--- config.mk ---
export PLATFORM = sky130hd
export DESIGN_NAME = port_input_conditioner
export DESIGN_NICKNAME = d
export VERILOG_FILES = /design/src/rtl/port_input_conditioner.sv
export SDC_FILE = /design/constraint.sdc
export NUM_CORES = 1
export LEC_CHECK = 0
export ABC_AREA = 0
export CORE_MARGIN = 2
export CORE_UTILIZATION = 53
export DETAILED_ROUTE_END_ITERATION = 10
export PLACE_DENSITY_LB_ADDON = 0.05
export SETUP_SLACK_MARGIN = 0.1
export SKIP_CTS_REPAIR_TIMING = 1
export SLEW_MARGIN = 5
export SYNTH_ARGS = -nofsm -noshare
export SYNTH_HDL_FRONTEND = slang
export SYNTH_SLANG_ARGS = --single-unit
--- constraint.sdc ---
create_clock -name clock -period 1.9 [get_ports clock]
set_input_delay 0.38 -clock clock [delete_from_list [all_inputs] [get_ports clock]]
set_output_delay 0.38 -clock clock [all_outputs]
set_load 0.01 [all_outputs]
--- src/rtl/port_input_conditioner.sv ---
// port_input_conditioner: per-bit synchronizer, debouncer, edge pulses and clearable press latch (clock/notReset; rawInput,clearLatch in; stableOutput,risingPulse,fallingPulse,pressLatch out)
module port_input_conditioner #(
  parameter int WIDTH           = 4,
  parameter int SYNC_STAGES     = 2,
  parameter int DEBOUNCE_CYCLES = 500000
) (
  input  logic             clock,
  input  logic             notReset,
  input  logic [WIDTH-1:0] rawInput,
  input  logic [WIDTH-1:0] clearLatch,
  output logic [WIDTH-1:0] stableOutput,
  output logic [WIDTH-1:0] risingPulse,
  output logic [WIDTH-1:0] fallingPulse,
  output logic [WIDTH-1:0] pressLatch
);
  localparam int CW = $clog2(DEBOUNCE_CYCLES + 1);
  localparam logic [CW-1:0] LAST = CW'(DEBOUNCE_CYCLES - 1);
  logic [WIDTH-1:0] sync_q [SYNC_STAGES];
  logic [CW-1:0] cnt_q [WIDTH];
  logic [CW-1:0] cnt_d [WIDTH];
  logic [WIDTH-1:0] sync_bit, accept;
  logic [WIDTH-1:0] stable_q, stable_d, rise_q, rise_d, fall_q, fall_d, latch_q, latch_d;
  assign sync_bit = sync_q[SYNC_STAGES-1];
  always_comb begin
    accept = '0;
    cnt_d  = cnt_q;
    for (int i = 0; i < WIDTH; i++) begin
      accept[i] = (sync_bit[i] != stable_q[i]) && (cnt_q[i] == LAST);
      cnt_d[i]  = (sync_bit[i] == stable_q[i] || accept[i]) ? '0 : cnt_q[i] + 1'b1;
    end
    stable_d = stable_q ^ accept;
    rise_d   = accept & sync_bit;
    fall_d   = accept & ~sync_bit;
    latch_d  = rise_d | (latch_q & ~clearLatch);
  end
  always_ff @(posedge clock) begin
    if (!notReset) begin
      sync_q   <= '{default: '0};
      cnt_q    <= '{default: '0};
      stable_q <= '0;
      rise_q   <= '0;
      fall_q   <= '0;
      latch_q  <= '0;
    end else begin
      sync_q[0] <= rawInput;
      for (int s = 1; s < SYNC_STAGES; s++) sync_q[s] <= sync_q[s-1];
      cnt_q    <= cnt_d;
      stable_q <= stable_d;
      rise_q   <= rise_d;
      fall_q   <= fall_d;
      latch_q  <= latch_d;
    end
  end
  assign stableOutput = stable_q;
  assign risingPulse  = rise_q;
  assign fallingPulse = fall_q;
  assign pressLatch   = latch_q;
endmodule

== Word-level counts from Yosys, hierarchy flattened ==
Index checks and enable logic that the tools add are counted.

* Eq/ne operators: 12
* Add/subtract/negate cells: 4
* Bitwise gates (word level): 8
* Reductions and logical operators: 12

{| class="wikitable"
|+ Operators by type and width
! operator !! number
|-
| $add 19x1->19 const B || 4
|-
| $eq 19x19->1 const B || 4
|-
| $and 4x4->4 || 3
|-
| $not 4->4 || 2
|-
| $reduce_or 2->1 || 4
|-
| $eq 1x1->1 || 4
|-
| $logic_and 1x1->1 || 4
|-
| $logic_or 1x1->1 || 4
|-
| $ne 1x1->1 || 4
|-
| $or 4x4->4 || 1
|-
| $xor 4x4->4 || 1
|-
| $not 1->1 || 1
|}

* Bits in registers: 100
* Input port bits: 10
* Output and inout port bits: 16
* Logic and storage cells: 46

== Depth between registers and ports, before layout ==
* Word-level depth: 4
* Gate-level depth with buffers: 7

== Worst setup path after synthesis ==
No wires, ideal clock.

* Path type: reg-to-reg
* Start point: register cnt_q[47] (netlist bit)
* End point: register cnt_q[47] (netlist bit)
* Slack: -6 ps
* Clock period less this slack: 1906 ps
* Setup time: 115 ps
* Arrival: 1791 ps
* Required time: 1785 ps
* Cell stages (with the launch flop): 6
* Path through: dfxtp_1 > or4_1 > or4_4 > o21ai_4 > buf_12 > nor2_2

* Longest elaborated chain between the ends: 4
* Elaborated cells between the ends (all ways): 5
* Classes of those cells: 1 x add/sub; 1 x eq/ne; 3 x reduce/logical

{| class="wikitable"
|+ Ends and longest elaborated chain
! item !! RTL line !! RTL
|-
| start, declared || 19 || <nowiki>logic [CW-1:0] cnt_q [WIDTH];</nowiki>
|-
| start signal, assigned || 47 || <nowiki>cnt_q <= cnt_d;</nowiki>
|-
| parallel branches: the longest is 4 deep, another holds $add 19x1->19 || - ||
|}

Parallel ways; which one is timed is not known.
A chain may end at the register's enable or synchronous reset.

==> flow_summary.yaml <==
clocking:
  h-tree-depth: 3
  cts_buffer_depth: 2
  clkLatencyLatePin_ns: 0.36
  clock-sinks: 100
  root_buffer: "clkbuf_8"
  numCtsBuffers: 9
  clk_pin_slew_ns: 0.09
  cts_tree: "done"
route:
  post_drt_wl_per_cell_um: 13.6
  drtAntennaViolNets: 0
  first_pass_iters: 4
  vias: 3619
  drc: 0
  viasPerCell: 5.46
  drt_iter0_drc: 72
  wirelength_um: 9010
min_path:
  hp-start: "cnt_q[38]"
  min_path_type: "reg2reg"
place:
  gp_congestion: 0.864
  dp_hpwl_um: 6420
  portBuffers: 25
logic_synthesis:
  synth_mux_area_frac: 0.0116
  ys.warnings.count: 0
  yosys.cell_count.top_type: "dfxtp_1"
  synth-simple-area-share: 0.315
  synthTopCellsByArea: "dfxtp_1, xnor2_1, nor2_1, nor4_1, nand3_1"
  ys_ff_latch: 100
  syn_inst: 483
  synth_top_family_by_area: "simple AND/OR/NAND/NOR gates"
  synth_xor_area_frac: 0.122
  synth_compound_area_frac: 0.0495
  avgSynthCellArea_sq_um: 8.95
  netlist_area_sq_um: 4320
  synth_commonest_cells: "dfxtp_1, nor2_1, xnor2_1, nand3_1, nor4_1"
  synth_flop_cell: "dfxtp_1"
  synth_fa_ha_area_frac: 0.0116
  synth.largest_area_cell: "dfxtp_1"
  ys_async_sr_fraction: 0
  synth_cell_type_count: 46
  yosysSeqAreaShare: 0.463
  syn-num-nets: 497
  synth-edff-count: 0
  synth_top_area_share: 0.463
power:
  total_power_mw: 3.64
  internal_power_mw: 2.88
  sw_frac_of_total: 0.207
  p_comb_frac: 0.021
  clkPwrFrac: 0.398
  p_sw_mw: 0.753
  seq_power_share: 0.581
  power.density_nw_per_um2: 680
  leakage_nw: 1.65
  ir_drop_mv: 0.492
timing:
  tns_ns: -0.0177
  tightest_slew_ns: 0.395
  final_max_slew_viol_count: 0
  hold_viol: 0
  min_period_over_period: 1.01
  rsz0062_at_grt: "yes"
  fin_ws_ns: -0.0177
  skew_ns: 0.00854
  fmax_ghz: 0.521
  fin_crit_ns: 1.92
  timing.slew.headroom: 0.736
  setup_viol: 1
setup_path:
  r2r-start: "cnt_q[47]"
  worstPathArrival_ns: 2.16
  cp_slowest_stage_delay_ns: 0.56
  path_max_fanout: 3
  end_kind: "flip-flop"
  cp_slowest_cell: "or4_4"
  crit_start: "cnt_q[47]"
  cp.required_ns: 2.14
  path_cells: "or4_1 > or4_4 > buf_6 > o211ai_1 > o41ai_1"
  startpoint_type: "flip-flop"
  critPathKind: "reg2reg"
floorplanning:
  die_x_um: 94.3
  fp.dieH_um: 94.3
  io_pins: 26
  core_area_sq_um: 7810
  dieArea_sq_um: 8900
  num_rows: 32
  start_util: 0.554
global_routing:
  grt_use_met2: 0.385
  grt_max_degree: 18
  use_met1: 0.294
  grt_first_pass_wirelength_um: 16100
  grtUsageTotal: 0.225
  first_global_vias: 3578
  grt_use_met3: 0.0498
  top_usage_layer: "met2"
  grt-ovfl-total: 0
  antenna_found_initial: 0
status:
  status: "finished, violations left"
  violations: "negative setup slack"
run:
  cap_violations: 0
layout:
  utilization: 0.685
  final_nets: 570
  fillCellCount: 641
  area_growth_pct: 23.7
  diodes: 0
  drive_gt1_frac: 0.189
state kept, by name (all words and copies together), names as in the netlist, named ones only:
register      cells
cnt_q            76
fallingPulse      4
pressLatch        4
risingPulse       4
sync_bit          4
sync_q            4
area by class of cell:
| type | instances | area [sq um] | area share |
|---|---|---|---|
| clock buffers | 9 | 124 | 0.0232 |
| clock inverters | 7 | 91.3 | 0.0171 |
| inverters | 14 | 52.6 | 0.00982 |
| multi-input cells | 356 | 2290 | 0.427 |
| flip-flops and latches | 100 | 2010 | 0.376 |
| well taps | 102 | 128 | 0.0239 |
| repair buffers | 75 | 658 | 0.123 |
final timing paths:
| check | end | slack [ns] | cells past startpoint |
|---|---|---|---|
| setup / recovery | flip-flop | -0.02 | 5 |
| hold / removal | cnt_q[38] | 0.43 | 1 |
| setup reg to reg | flip-flop | -0.02 | 5 |
| hold reg to reg | cnt_q[38] | 0.43 | 1 |
stage by stage:
stage / area, sq um / instances / setup WS (ns) / hold slack, ns
after floorplan: 4340 / 483 / -0.00258 / 0.412
after global placement: 5040 / 646 / 0.0273 / 0.414
after detailed placement: 5040 / 646 / -0.0108 / 0.421
after CTS: 5260 / 662 / -0.0371 / 0.443
after global routing: 5350 / 663 / -0.0602 / 0.456
final: 5350 / 663 / -0.0177 / 0.435
power groups by stage:
stage                     combinational (mW)  sequential (mW)  clock (mW)
after floorplan                       0.0362             2.16           0
after global placement                0.0766             2.16           0
after detailed placement              0.0776             2.16           0
after CTS                             0.0782             2.11        1.50
after global routing                  0.0859             2.12        1.58
final                                 0.0775             2.11        1.45
worst max-delay path, delay by kind of cell, from the launching register on:
| family | cells | cell delay (ns) |
|---|---|---|
| AO/OA/AOI/OAI | 2 | 0.26 |
| AND/OR/NAND/NOR | 2 | 1.07 |
| flip-flops | 1 | 0.33 |
| buffers and inverters | 1 | 0.15 |
placed cells by master (no fill, tap or decap), types with 9 or more instances in the layout:
cell type	n
inv_1	14
clkdlybuf4s50_1	25
xnor2_1	48
buf_4	46
nor4_1	23
nor3_1	14
clkbuf_8	9
dfxtp_1	93
xor2_1	12
nand2_1	26
nor2_2	10
nand4_1	20
nand3_1	29
and2_1	10
nor2_1	70
a21oi_1	10
logic make-up after synthesis:
logic type | after synthesis
buffers and inverters | 27
adders and majority gates | 4
AOI/OAI and AO/OA | 31
and+or+nand+nor | 256
DFF | 100
muxes | 5
xor gates and xnor gates | 60
per-layer routing:
metal | vias up | share of wire
met5 | - | 0
met1 | 1714 | 0.47
met3 | 4 | 0.038
li1 | 1846 | -
met2 | 55 | 0.48
met4 | 0 | 0.0057
Power figures use the tool's default switching activity.
